### config.mk
export PLATFORM = sky130hd
export DESIGN_NAME = seg_scan_driver_flat
export DESIGN_NICKNAME = d
export VERILOG_FILES = /design/src/rtl/seg_scan_driver_if.sv /design/src/rtl/seg_scan_driver.sv /design/src/flat_wrapper.sv
export SDC_FILE = /design/constraint.sdc
export NUM_CORES = 1
export LEC_CHECK = 0
export CORE_MARGIN = 2
export CORE_UTILIZATION = 57
export DETAILED_ROUTE_END_ITERATION = 6
export PLACE_DENSITY = 0.92
export SYNTH_ARGS = -nofsm -noshare
export SYNTH_HDL_FRONTEND = slang
export SYNTH_SLANG_ARGS = --single-unit
### constraint.sdc
create_clock -name clk -period 3.6 [get_ports clk]
set_input_delay 0.36 -clock clk [delete_from_list [all_inputs] [get_ports clk]]
set_output_delay 0.36 -clock clk [all_outputs]
set_load 0.1 [all_outputs]
### src/rtl/seg_scan_driver_if.sv
// Signal bundle between the timer counter stages and the seven-segment scan driver.
// The counter side is the master; the scan driver is the slave.
interface seg_scan_driver_if;
  logic [31:0] digits;
  logic [7:0]  dp_in;
  logic [7:0]  digit_en;
  logic        lz_blank;
  logic        update;
  logic [6:0]  seg;
  logic        dp;
  logic [7:0]  AN;
  logic        frame_tc;

  // update is a level request with no ready: it is latched into a pending flag
  // and served at the next frame boundary, where frame_tc acknowledges the load.
  modport master (
    output digits, dp_in, digit_en, lz_blank, update,
    input  seg, dp, AN, frame_tc
  );

  modport slave (
    input  digits, dp_in, digit_en, lz_blank, update,
    output seg, dp, AN, frame_tc
  );
endinterface

### src/rtl/seg_scan_driver.sv
// Eight-digit multiplexed seven-segment driver with a frame-aligned shadow register,
// per-slot anti-ghosting blank, and leading-zero suppression. Outputs are active-low.
module seg_scan_driver #(
    parameter int REFRESH_DIV = 100000,
    parameter int BLANK_CYC   = 1000
) (
    input logic           clk,
    input logic           reset,
    seg_scan_driver_if.slave bus
);

    localparam int          CW      = (REFRESH_DIV > 1) ? $clog2(REFRESH_DIV) : 1;
    localparam logic [CW-1:0] CNT_MAX = CW'(REFRESH_DIV - 1);
    localparam logic [31:0] BLANK_U = 32'(BLANK_CYC);

    logic [CW-1:0] cnt_q, cnt_d;
    logic [2:0]    idx_q, idx_d;
    logic [31:0]   shadow_q, shadow_d;
    logic [7:0]    shadow_dp_q, shadow_dp_d;
    logic          pending_q, pending_d;
    logic [6:0]    seg_q, seg_d;
    logic          dp_q, dp_d;
    logic [7:0]    an_q, an_d;
    logic          frame_tc_q, frame_tc_d;

    logic          wrap;
    logic          boundary;
    logic          load;
    logic [7:0]    sup;
    logic          nz_above;
    logic [3:0]    cur_nib;
    logic          lit;

    function automatic logic [6:0] dec7(input logic [3:0] n);
        case (n)
            4'd0:    dec7 = 7'b1000000;
            4'd1:    dec7 = 7'b1111001;
            4'd2:    dec7 = 7'b0100100;
            4'd3:    dec7 = 7'b0110000;
            4'd4:    dec7 = 7'b0011001;
            4'd5:    dec7 = 7'b0010010;
            4'd6:    dec7 = 7'b0000010;
            4'd7:    dec7 = 7'b1111000;
            4'd8:    dec7 = 7'b0000000;
            4'd9:    dec7 = 7'b0010000;
            default: dec7 = 7'b1111111;
        endcase
    endfunction

    assign wrap     = (cnt_q == CNT_MAX);
    assign boundary = wrap && (idx_q == 3'd7);
    assign load     = boundary && (pending_q || bus.update);

    always_comb begin
        cnt_d       = wrap ? '0 : cnt_q + 1'b1;
        idx_d       = wrap ? idx_q + 3'd1 : idx_q;
        // An update arriving on the boundary cycle itself is consumed there.
        pending_d   = boundary ? 1'b0 : (pending_q || bus.update);
        shadow_d    = load ? bus.digits : shadow_q;
        shadow_dp_d = load ? bus.dp_in : shadow_dp_q;
        frame_tc_d  = load;
    end

    // Walk from the most significant digit down; only an enabled non-zero
    // digit ends the run of suppressed leading zeros.
    always_comb begin
        sup      = '0;
        nz_above = 1'b0;
        for (int i = 7; i >= 0; i--) begin
            if ((i != 0) && bus.lz_blank && (shadow_q[4*i +: 4] == 4'd0) && !nz_above)
                sup[i] = 1'b1;
            if (bus.digit_en[i] && (shadow_q[4*i +: 4] != 4'd0))
                nz_above = 1'b1;
        end
    end

    always_comb begin
        cur_nib = shadow_q[{idx_q, 2'b00} +: 4];
        lit     = bus.digit_en[idx_q] && !sup[idx_q] && (32'(cnt_q) >= BLANK_U);
        an_d    = lit ? ~(8'd1 << idx_q) : 8'hFF;
        seg_d   = lit ? dec7(cur_nib) : 7'h7F;
        dp_d    = lit ? ~shadow_dp_q[idx_q] : 1'b1;
    end

    always_ff @(posedge clk or posedge reset) begin
        if (reset) begin
            cnt_q       <= '0;
            idx_q       <= 3'd0;
            shadow_q    <= 32'd0;
            shadow_dp_q <= 8'd0;
            pending_q   <= 1'b0;
            seg_q       <= 7'h7F;
            dp_q        <= 1'b1;
            an_q        <= 8'hFF;
            frame_tc_q  <= 1'b0;
        end else begin
            cnt_q       <= cnt_d;
            idx_q       <= idx_d;
            shadow_q    <= shadow_d;
            shadow_dp_q <= shadow_dp_d;
            pending_q   <= pending_d;
            seg_q       <= seg_d;
            dp_q        <= dp_d;
            an_q        <= an_d;
            frame_tc_q  <= frame_tc_d;
        end
    end

    assign bus.seg      = seg_q;
    assign bus.dp       = dp_q;
    assign bus.AN       = an_q;
    assign bus.frame_tc = frame_tc_q;

endmodule

### src/flat_wrapper.sv
// flat-port wrapper written by rule: the top's interface ports become plain ports
module seg_scan_driver_flat 
#(
    parameter int REFRESH_DIV = 100000,
    parameter int BLANK_CYC   = 1000
)
  (clk, reset, bus_digits, bus_dp_in, bus_digit_en, bus_lz_blank, bus_update, bus_seg, bus_dp, bus_AN, bus_frame_tc);
  seg_scan_driver_if bus_i ();
  input logic clk;
  input logic reset;
  input wire logic [$bits(bus_i.digits)-1:0] bus_digits;
  input wire logic [$bits(bus_i.dp_in)-1:0] bus_dp_in;
  input wire logic [$bits(bus_i.digit_en)-1:0] bus_digit_en;
  input wire logic [$bits(bus_i.lz_blank)-1:0] bus_lz_blank;
  input wire logic [$bits(bus_i.update)-1:0] bus_update;
  output wire logic [$bits(bus_i.seg)-1:0] bus_seg;
  output wire logic [$bits(bus_i.dp)-1:0] bus_dp;
  output wire logic [$bits(bus_i.AN)-1:0] bus_AN;
  output wire logic [$bits(bus_i.frame_tc)-1:0] bus_frame_tc;
  assign bus_i.digits = bus_digits;
  assign bus_i.dp_in = bus_dp_in;
  assign bus_i.digit_en = bus_digit_en;
  assign bus_i.lz_blank = bus_lz_blank;
  assign bus_i.update = bus_update;
  assign bus_seg = bus_i.seg;
  assign bus_dp = bus_i.dp;
  assign bus_AN = bus_i.AN;
  assign bus_frame_tc = bus_i.frame_tc;
  seg_scan_driver #(.REFRESH_DIV(REFRESH_DIV), .BLANK_CYC(BLANK_CYC)) u_core (.clk(clk), .reset(reset), .bus(bus_i));
endmodule
# [Yosys cells after proc, flatten, opt, wreduce, memory -nomap -nowiden]
# Memory sizes are Yosys's and may differ from the RTL's.
# Index checks and enable logic that the tools add are counted.
[word_totals] ff_bits=78 romBits=112 output_inout_bits=17 wordCells=88 memories=1
[op_classes] n_addsub=2 magnitude_cmp=2 n_eq_ne=2 shifts=2 muxes=24 bitwise_logic=2 reduce_logical=44
[mem_list] memory="(no name shown)" depth=16 width=7 rd=1 rd_clocked_by_memory_dff=0 wr=0 line_no="seg_scan_driver.sv:35" rtl="case (n)"
[op_table] operator="$shiftx 32x6->4" n=1
[op_table] operator="$logic_not 4->1" n=7
[op_table] operator="$reduce_bool 4->1" n=6
[op_table] operator="$logic_and 1x1->1" n=23
[op_table] operator="$mux 1" n=18
[op_table] operator="$add 17x1->17 const B" n=1
[op_table] operator="$eq 17x17->1 const B" n=1
[op_table] operator="$ge 17x10->1 const B" n=1
[op_table] operator="$mux 17" n=1
[op_table] operator="$bmux 1 s3" n=3
[op_table] operator="$mux 8" n=1
[op_table] operator="$not 8->8" n=1
[op_table] operator="$shl 1x3->8 const A" n=1
[op_table] operator="$logic_not 1->1" n=7
[op_table] operator="$mux 7" n=1
[op_table] operator="$lt 3x4->1 const B" n=1
[op_table] operator="$add 3x1->3 const B" n=1
[op_table] operator="$eq 3x3->1 const B" n=1
[op_table] operator="$logic_or 1x1->1" n=1
[op_table] operator="$not 1->1" n=1

# [Logic depth before layout (Yosys ltp)]
# Gate-level depths: netlist of the first run.
[depth] word_depth=17 depth_mapped=9 ltp_nobuf=7

# [Least setup slack after synthesis of the first run]
# OpenSTA, ideal clock, no wires.
[synth_path] path_type="register to register" startpoint="register u_core.idx_q[0]" endpoint="register u_core.seg_q[0] (netlist: u_core.bus.seg[0])" setup_time_ps=102 arrival_time_ps=2219 setup_slack_ps=1279 stages_incl_launch_ff=10 path_buffers=2 period_less_slack_ps=2321 cell_sequence="dfrtp_1 -> buf_6 -> buf_2 -> mux4_2 -> mux2i_1 -> inv_1 -> ha_1 -> mux2_1 -> nand2_1 -> nand4_1"
[synth_via] elab_chain_len=6 word_cells_on_any_way=10
[synth_rtl] element="from (decl)" line_no="seg_scan_driver.sv:17" rtl="logic [2:0] idx_q, idx_d;"
[synth_rtl] element="from (signal assigned)" line_no="seg_scan_driver.sv:98" rtl="idx_q <= idx_d;"
[synth_rtl] element="parallel branches: the longest is 5 deep, another holds $mem_v2 16x7"
[synth_rtl] element="$mux 7 *" line_no="seg_scan_driver.sv:81" rtl="seg_d = lit ? dec7(cur_nib) : 7'h7F;"
[synth_rtl] element="via u_core.seg_d[0]" line_no="seg_scan_driver.sv:21" rtl="logic [6:0] seg_q, seg_d;"
[synth_rtl] element="to (signal assigned)" line_no="seg_scan_driver.sv:102" rtl="seg_q <= seg_d;"
[synth_rtl] element="to (decl)" line_no="seg_scan_driver.sv:21"
# Mark *: on every way through the listed nets, which the timed path passes. The select of a mux whose other input is x is not followed.
# A chain may end at the register's enable or synchronous reset.

# [Worst setup path after layout of the first run]
# Ends and elaborated chain as after synthesis.

==> flow_metrics.py, run 1 <==
metrics = {
    "status": {
        "status": "completed",
    },
    "yosys": {
        "ys_warn_count": 0,
        "yosys.cell_types.count": 42,
        "synthTopCellsByArea": "dfrtp_1 (40%), dfstp_2 (11%), mux2_2 (11%), ha_1 (4.2%), mux4_2 (4.1%)",
        "netlist.area_leader.share_pct": 40.4,
        "postSynthAreaPerCell_um2": 12.9,
        "ys_seq_area_share_pct": 51.4,
        "ys_ff_latch": 78,
        "syn_inst": 298,
        "async_flop_share_pct": 100,
        "yosysMostFrequentCell": "dfrtp_1",
        "ys_top_cells_by_count": "dfrtp_1 (62), mux2_2 (36), nand2_1 (17)",
        "yosysTopAreaCell": "dfrtp_1",
        "syn-num-nets": 363,
        "synth_edf_count": 0,
        "synthFlopType": "dfrtp_1",
        "syn_area_mm2": 0.00384,
    },
    "route": {
        "ant_nets": 0,
        "viasPerCell": 5.82,
        "drtPass1Iterations": 4,
        "routed_wl_mm": 7.93,
        "routedWlPerCell_um": 17.6,
        "drt-initial-drc-count": 229,
        "drc": 0,
        "vias": 2625,
    },
    "run": {
        "cap_violations": 0,
    },
    "clock_network": {
        "cts_max_level": 3,
        "clock_path_buffers": 2,
        "post-cts-setup-buffers": 0,
        "clk_latency_ps": 360,
        "ctsHoldBuffers": 0,
        "tritoncts": "done",
        "cts_sinks": 78,
        "cts_resized": 0,
        "clkTransAtPathRegs_ps": 70,
        "cts_buffers": 9,
        "cts_root_buf": "clkbuf_8",
    },
    "timing": {
        "setup_viol": 0,
        "fmax_mhz": 364,
        "period_needed_ps": 2740,
        "hold_viol_final": 0,
        "post-route-period-util_pct": 76.2,
        "rsz0062_at_grt": "false",
        "worst_slew_pin_slew_ps": 974,
        "maxSlewHeadroom_pct": 34.9,
        "maxSlewViolCount": 0,
        "worst_hold_slack_ps": 508,
        "fin_worst_skew_ps": 7.87,
        "fin_setup_tns_ps": 0,
    },
    "finish": {
        "finalInstanceArea_mm2": 0.00479,
        "area_delta_synth_final_pct": 24.8,
        "nNetsFinal": 434,
        "fill_cells": 405,
        "drive_gt1_share_pct": 23.5,
        "diodes": 0,
    },
    "power_and_ir_drop": {
        "power_density_mw_per_mm2": 346,
        "peakVddDrop_mv": 0.242,
        "leakage_nw": 2.18,
    },
    "setup_path": {
        "cp.required_ps": 3850,
        "worstPathArrival_ps": 3000,
        "cp-start-kind": "flip-flop",
        "crit_type": "flip-flop to flip-flop",
        "end_kind": "flip-flop",
        "cp_max_fo": 20,
    },
    "die": {
        "die_x_um": 86.1,
        "start_util_pct": 59.8,
        "die-area_mm2": 0.00741,
        "rows": 29,
        "die_y_um": 86.1,
        "io_pins": 69,
        "coreArea_mm2": 0.00642,
    },
    "placed_design": {
        "dpl_cell_area_mm2": 0.00458,
        "io_buffers": 68,
        "gp_congestion": 0.868,
        "hpwlAfterDp_mm": 5.92,
    },
    "global_route": {
        "gr-total-overflow": 0,
        "grt_max_degree": 79,
        "first_global_vias": 2719,
        "grt_pass1_wl_mm": 13.4,
        "grt_antenna_before_repair": 0,
        "grtUsageTotal_pct": 23.8,
    },
    "min_path": {
        "hold_class": "flip-flop to flip-flop",
    },
}
-- sequential cells by signal, indices dropped and copies added (netlist names), 3 cells and up --
register            flops
u_core.cnt_q           17
u_core.bus.seg          7
u_core.bus.AN           8
u_core.shadow_q        32
u_core.idx_q            3
u_core.shadow_dp_q      8
-- power breakdown --
part | switching, W | internal (W) | leakage [nW]
Sequential | 0.00000000000000000000600 | 0.000877 | 1.02
Combinational | 0.0000289 | 0.0000518 | 1.06
Clock | 0.000313 | 0.000389 | 0.106
Total | 0.000342 | 0.00132 | 2.18
-- metal layers --
metal / vias up / track usage, % / part of all wire (%)
met5: - / 0 / 0
met4: 0 / 9.67 / 1.7
met3: 15 / 6.35 / 7.2
met2: 112 / 37.4 / 48
met1: 1268 / 31.5 / 43
li1: 1230 / - / -
-- final timing paths --
check                                      start                     to  slack (ps)  cells after the start
max in group asynchronous                  reset    u_core.shadow_q[22]        2370                      3
hold / removal             u_core.shadow_dp_q[7]  u_core.shadow_dp_q[7]         510                      1
min in group asynchronous                  reset  u_core.shadow_dp_q[7]         610                      3
setup / recovery                 u_core.idx_q[0]      u_core.bus.seg[0]         860                      7
setup reg to reg                 u_core.idx_q[0]      u_core.bus.seg[0]         860                      7
hold reg to reg            u_core.shadow_dp_q[7]  u_core.shadow_dp_q[7]         510                      1
-- cell type report --
cell class,count,area [µm²],share of cell area [%]
multi-input combinational,195,1750,36.5
sequential,78,1970,41.1
clock buffer,10,128,2.66
inverter,12,45.0,0.940
tap,77,96.3,2.01
clock inverter,6,86.3,1.80
timing repair buffer,73,718,15.0
-- worst max-delay path: stages (launching register included) --
cell and delay, ps:
dfrtp_1 860, mux4_2 600, mux2i_1 360, inv_1 140
ha_1 210, mux2_1 290, nand2_1 70, nand4_1 100
-- kinds of logic after synthesis --
| logic type | synth area share [%] |
|---|---|
| AOI/OAI and AO/OA | 4.24 |
| xor gates and xnor gates | 3.42 |
| and+or+nand+nor | 10.8 |
| buffers and inverters | 3.13 |
| muxes | 22.8 |
| DFF | 51.4 |
| adders and majority gates | 4.24 |
-- placed cells by master, fill, tap and decap left out, drive strengths merged, types with 2 or more instances in the layout --
cell           Yosys  routed
a21oi              7       7
and2               4       4
buf               11       5
bufinv             0       2
clkbuf             2      10
clkdlybuf4s50      0      68
clkinv             0       3
dfrtp             62      62
dfstp             16      16
ha                13      13
inv               12      12
mux2              43      43
mux2i              7       7
mux4              12      12
nand2             17      17
nand2b             2       2
nand3             13      13
nand4             12      12
nor2              13      13
nor2b              2       2
nor3               3       3
nor4               8       8
o211ai             6       6
o21ai              5       5
o41ai              2       2
or2                2       2
xnor2              9       9
xor2               6       6
-- metrics by stage --
| step | total power, W | utilization [%] | worst slack (ps) | std cells |
|---|---|---|---|---|
| 2_1_floorplan | 0.000910 | - | 1270 | 298 |
| 3_3_place_gp | 0.000973 | 71.3 | 1040 | 435 |
| 3_5_place_dp | 0.000975 | 71.3 | 849 | 435 |
| 4_1_cts | 0.00167 | 74.6 | 839 | 451 |
| 5_1_grt | 0.00171 | 74.6 | 606 | 451 |
| 6_report | 0.00166 | 74.6 | 856 | 451 |
(Power assumes the default switching activity.)
==> run 2, diff against run 1 <==
- CORE_UTILIZATION: 57 -> 47
- PLACE_DENSITY: 0.92 -> 0.81
- clock period: 3.6 -> 2.4 ns (I/O delays scaled with it)
==> flow_metrics.py, run 2 (synthesized netlist as in run 1, its figures left out) <==
metrics = {
    "status": {
        "status": "completed",
    },
    "die": {
        "die_y_um": 94.4,
        "die_x_um": 94.4,
        "rows": 32,
        "die-area_mm2": 0.00891,
        "start_util_pct": 49.2,
        "io_pins": 69,
        "coreArea_mm2": 0.00781,
    },
    "global_route": {
        "gr-total-overflow": 0,
        "first_global_vias": 2614,
        "grt_antenna_before_repair": 0,
        "grtUsageTotal_pct": 18.4,
        "grt_pass1_wl_mm": 12.6,
        "grt_max_degree": 79,
    },
    "timing": {
        "post-route-period-util_pct": 91.2,
        "rsz0062_at_grt": "false",
        "maxSlewViolCount": 0,
        "worst_hold_slack_ps": 296,
        "maxSlewHeadroom_pct": 63.7,
        "hold_viol_final": 0,
        "fin_worst_skew_ps": 11.0,
        "fmax_mhz": 457,
        "fin_setup_tns_ps": 0,
        "period_needed_ps": 2190,
        "worst_slew_pin_slew_ps": 545,
        "setup_viol": 0,
    },
    "finish": {
        "finish.utilization_pct": 61.9,
        "largest_register_ffs": 32,
        "regArea_mm2": 0.00197,
        "area_delta_synth_final_pct": 25.9,
        "diodes": 0,
        "fill_cells": 621,
        "regMostFlops": "u_core.shadow_q",
        "instances_no_fill": 481,
        "top_regs": "u_core.shadow_q x32, u_core.cnt_q x17",
        "nNetsFinal": 439,
        "layout_common_cells": "dfrtp_1 (62), clkdlybuf4s50_1 (51), mux2_2 (36)",
        "drive_gt1_share_pct": 29.3,
        "final_common_cell": "dfrtp_1",
        "multi_input_area_mm2": 0.00175,
    },
    "clock_network": {
        "cts_root_buf": "clkbuf_8",
        "clkTransAtPathRegs_ps": 80,
        "cts_sinks": 78,
        "cts_buffers": 9,
        "ctsHoldBuffers": 0,
        "cts_max_level": 3,
        "clk_latency_ps": 350,
        "tritoncts": "done",
        "clock_path_buffers": 2,
    },
    "route": {
        "vias": 2582,
        "ant_nets": 0,
        "drtPass1Iterations": 6,
        "routedWlPerCell_um": 15.6,
        "drc": 0,
        "routed_wl_mm": 7.52,
        "viasPerCell": 5.37,
        "drt-initial-drc-count": 92,
    },
    "run": {
        "cap_violations": 0,
    },
    "power_and_ir_drop": {
        "leakage_nw": 2.21,
        "power_w": 0.00242,
        "power_density_mw_per_mm2": 500,
        "peakVddDrop_mv": 0.264,
    },
    "placed_design": {
        "io_buffers": 68,
        "hpwlAfterDp_mm": 5.57,
        "dpl.cell_count": 465,
        "gp_congestion": 0.884,
    },
    "setup_path": {
        "worstPathArrival_ps": 2420,
        "end_kind": "flip-flop",
        "crit_type": "flip-flop to flip-flop",
        "cp-start-kind": "flip-flop",
        "cp_max_fo": 41,
        "cp.required_ps": 2630,
    },
    "min_path": {
        "hold_class": "input port to asynchronous set/reset pin",
    },
}
-- run 2: cell count changes in the layout (fill, tap and decap cells not counted), sizes merged --
| cell | delta |
|---|---|
| buf | +22 |
| clkinvlp | +1 |
| clkinv | -1 |
| clkbuf | +1 |
| bufinv | -1 |
| clkdlybuf4s50 | -17 |
-- run 2: per-layer routing --
metal  track usage [%]  up-vias  part of all wire (%)
li1                  -     1236                     -
met4              7.73        0                   1.8
met5                 0        -                     0
met3              2.87       13                   4.0
met1              25.7     1266                    47
met2              28.9       67                    47
-- run 2: timing repair --
action / CTS / global route
resized for setup: 0 / 1
setup buffers: 0 / 0
endpoints found under the setup margin: 0 / 13
-- run 2: per-stage QoR --
step	cell area, µm²	setup WS [ps]
floorplan	3840	79.5
global placement	4630	112
detailed placement	4630	42.8
CTS	4830	8.99
global route	4830	45.2
finish	4830	210
-- run 2: cell type report --
cell class / instances / area share (%)
Clock buffer: 11 / 2.92
Clock inverter: 5 / 1.22
Inverter: 12 / 0.932
Multi-Input combinational cell: 195 / 36.2
Sequential cell: 78 / 40.8
Tap cell: 102 / 2.64
Timing Repair Buffer: 78 / 15.3
-- run 2: path summary, 6_finish.rpt --
kind | startpoint | endpoint | slack (ps) | depth (start not counted)
setup / recovery | u_core.idx_q[0] | u_core.shadow_q[20] | 210 | 7
hold / removal | reset | u_core.cnt_q[2] | 300 | 3
setup reg to reg | u_core.idx_q[0] | u_core.shadow_q[20] | 210 | 7
hold reg to reg | u_core.cnt_q[14] | u_core.cnt_q[14] | 500 | 1
max in group asynchronous | reset | u_core.bus.seg[5] | 1760 | 3
min in group clk | bus_digits[13] | u_core.shadow_q[13] | 470 | 2
-- run 2: critical path, cell delays in order (launching register included) --
cell and delay (ps):
dfrtp_1 470, buf_4 200, buf_4 160, ha_1 230, ha_1 220, nand3b_1 150, buf_12 240, mux2_2 370
-- run 2: power breakdown --
| group | internal [W] | leakage, nW | switching (W) |
|---|---|---|---|
| sequential | 0.00131 | 1.02 | 0.00000000000000000000803 |
| clock | 0.000509 | 0.0955 | 0.000472 |
| combinational | 0.0000800 | 1.10 | 0.0000425 |
==> run 3, diff against run 2 <==
- ABC_AREA: default -> 0
- PLACE_DENSITY: 0.81 -> 0.75
==> flow_metrics.py, run 3 (synthesized netlist as in run 1, its figures left out) <==
metrics = {
    "setup_path": {
        "ff2ff_path_depth": 7,
        "path_buf_inv": 2,
        "worstPathArrival_ps": 2470,
        "crit_type": "flip-flop to flip-flop",
        "cp_slowest_stage_delay_ps": 650,
        "cp_max_fo": 13,
        "cp.required_ps": 2690,
        "critPathTopFamily": "multiplexers",
        "cp_num_cells": 7,
        "cp-start-kind": "flip-flop",
        "crit_chain": "mux4_1 > mux2i_2 > buf_4 > ha_1 > inv_1 > o211ai_1 > nand4_1",
        "end_kind": "flip-flop",
        "critPathSlowestCell": "mux4_1",
    },
    "power_and_ir_drop": {
        "p_clk_share_pct": 45.9,
        "combPwrFrac_pct": 4.6,
        "p_sw_w": 0.000511,
        "seq_power_share_pct": 49.5,
        "power_w": 0.00265,
        "power_density_mw_per_mm2": 543,
        "p_sw_share_pct": 19.2,
        "leakage_nw": 2.23,
        "peakVddDrop_mv": 0.250,
        "intPower_w": 0.00214,
    },
    "timing": {
        "fin_worst_skew_ps": 7.28,
        "post-route-period-util_pct": 90.8,
        "period_needed_ps": 2180,
        "final.setup.worst_slack_ps": 220,
        "maxSlewHeadroom_pct": 61.4,
        "rsz0062_at_grt": "false",
        "worst_hold_slack_ps": 279,
        "fin_setup_tns_ps": 0,
        "maxSlewViolCount": 0,
        "hold_viol_final": 0,
        "worst_slew_pin_slew_ps": 579,
        "fmax_mhz": 459,
        "setup_viol": 0,
    },
    "finish": {
        "multi_input_area_mm2": 0.00175,
        "diodes": 0,
        "regArea_mm2": 0.00197,
        "drive_gt1_share_pct": 29.6,
        "fill_cells": 611,
        "layout_common_cells": "dfrtp_1 (60), clkdlybuf4s50_1 (51), mux2_2 (36)",
        "finish.utilization_pct": 62.6,
        "largest_register_ffs": 32,
        "nNetsFinal": 439,
        "regMostFlops": "u_core.shadow_q",
        "final_common_cell": "dfrtp_1",
        "area_delta_synth_final_pct": 27.2,
        "top_regs": "u_core.shadow_q x32, u_core.cnt_q x17",
    },
    "clock_network": {
        "cts_root_buf": "clkbuf_8",
        "tritoncts": "done",
        "cts_sinks": 78,
        "clk_latency_ps": 350,
        "post-cts-setup-buffers": 0,
        "cts_max_level": 3,
        "ctsHoldBuffers": 0,
        "clock_path_buffers": 2,
        "cts_buffers": 9,
        "clkTransAtPathRegs_ps": 80,
    },
    "die": {
        "die_x_um": 94.4,
        "start_util_pct": 49.2,
        "die_y_um": 94.4,
        "rows": 32,
        "die-area_mm2": 0.00891,
        "io_pins": 69,
        "coreArea_mm2": 0.00781,
    },
    "global_route": {
        "first_global_vias": 2677,
        "grt_antenna_before_repair": 0,
        "gr-total-overflow": 0,
        "grt_max_degree": 79,
        "grtUsageTotal_pct": 19.6,
        "grt_pass1_wl_mm": 13.2,
    },
    "route": {
        "routedWlPerCell_um": 16.4,
        "wl_met3_um": 416,
        "viasPerCell": 5.41,
        "top_layer": "met4",
        "drt-initial-drc-count": 118,
        "met1_length_mm": 3.64,
        "drc": 0,
        "drtPass1Iterations": 4,
        "wl_met2_mm": 3.70,
        "ant_nets": 0,
        "routed_wl_mm": 7.89,
        "vias": 2600,
    },
    "placed_design": {
        "hpwlAfterDp_mm": 5.87,
        "io_buffers": 68,
        "gp_congestion": 0.908,
        "preCtsSetupSlack_ps": -20.7,
    },
    "status": {
        "status": "completed",
    },
    "run": {
        "cap_violations": 0,
    },
    "min_path": {
        "hold_class": "input port to asynchronous set/reset pin",
    },
}
-- run 3: final cells by class --
| type | count | share of cell area [%] |
|---|---|---|
| sequential | 78 | 40.4 |
| multi-input combinational | 195 | 35.9 |
| timing repair buffer | 78 | 15.1 |
| clock buffer | 13 | 3.25 |
| tap | 102 | 2.61 |
| clock inverter | 3 | 1.84 |
| inverter | 12 | 0.922 |
-- run 3: per-layer routing --
layer	vias up	track usage, %
li1	1231	-
met1	1284	27.0
met5	-	0
met3	11	5.83
met4	0	6.76
met2	74	29.8
-- run 3: power groups by stage --
stage | sequential, W | combinational [W] | clock [W]
2_1_floorplan | 0.00134 | 0.0000251 | 0
3_3_place_gp | 0.00134 | 0.000124 | 0
4_1_cts | 0.00131 | 0.000125 | 0.00124
6_report | 0.00131 | 0.000122 | 0.00122
3_5_place_dp | 0.00134 | 0.000125 | 0
5_1_grt | 0.00131 | 0.000133 | 0.00130
-- run 3: worst paths after layout --
path                                  startpoint                     to  slack, ps
min in group clk                  bus_digits[13]    u_core.shadow_q[13]        470
setup / recovery                 u_core.idx_q[0]      u_core.bus.seg[3]        220
max in group asynchronous                  reset      u_core.bus.seg[4]       1770
setup reg to reg                 u_core.idx_q[0]      u_core.bus.seg[3]        220
hold reg to reg            u_core.shadow_dp_q[5]  u_core.shadow_dp_q[5]        510
hold / removal                             reset  u_core.shadow_dp_q[1]        280
-- run 3: worst register-to-register path, delay by kind of cell (launching register included) --
kind | cells | cell delay [ps]
adder cells (fa/ha/maj) | 1 | 220
flip-flops | 1 | 550
buffers and inverters | 2 | 240
AND/OR/NAND/NOR | 1 | 130
multiplexers | 2 | 860
AO/OA/AOI/OAI | 1 | 110
-- run 3: timing repair --
action,4_1_cts,5_1_grt
gates cloned,0,0
setup endpoints to repair,6,6
resized for setup,1,2
-- run 3: through the flow --
stage / instance area (µm²) / std cells
floorplan: 3840 / 298
finish: 4890 / 481
detailed placement: 4630 / 465
global placement: 4630 / 465
CTS: 4880 / 481
global route: 4890 / 481
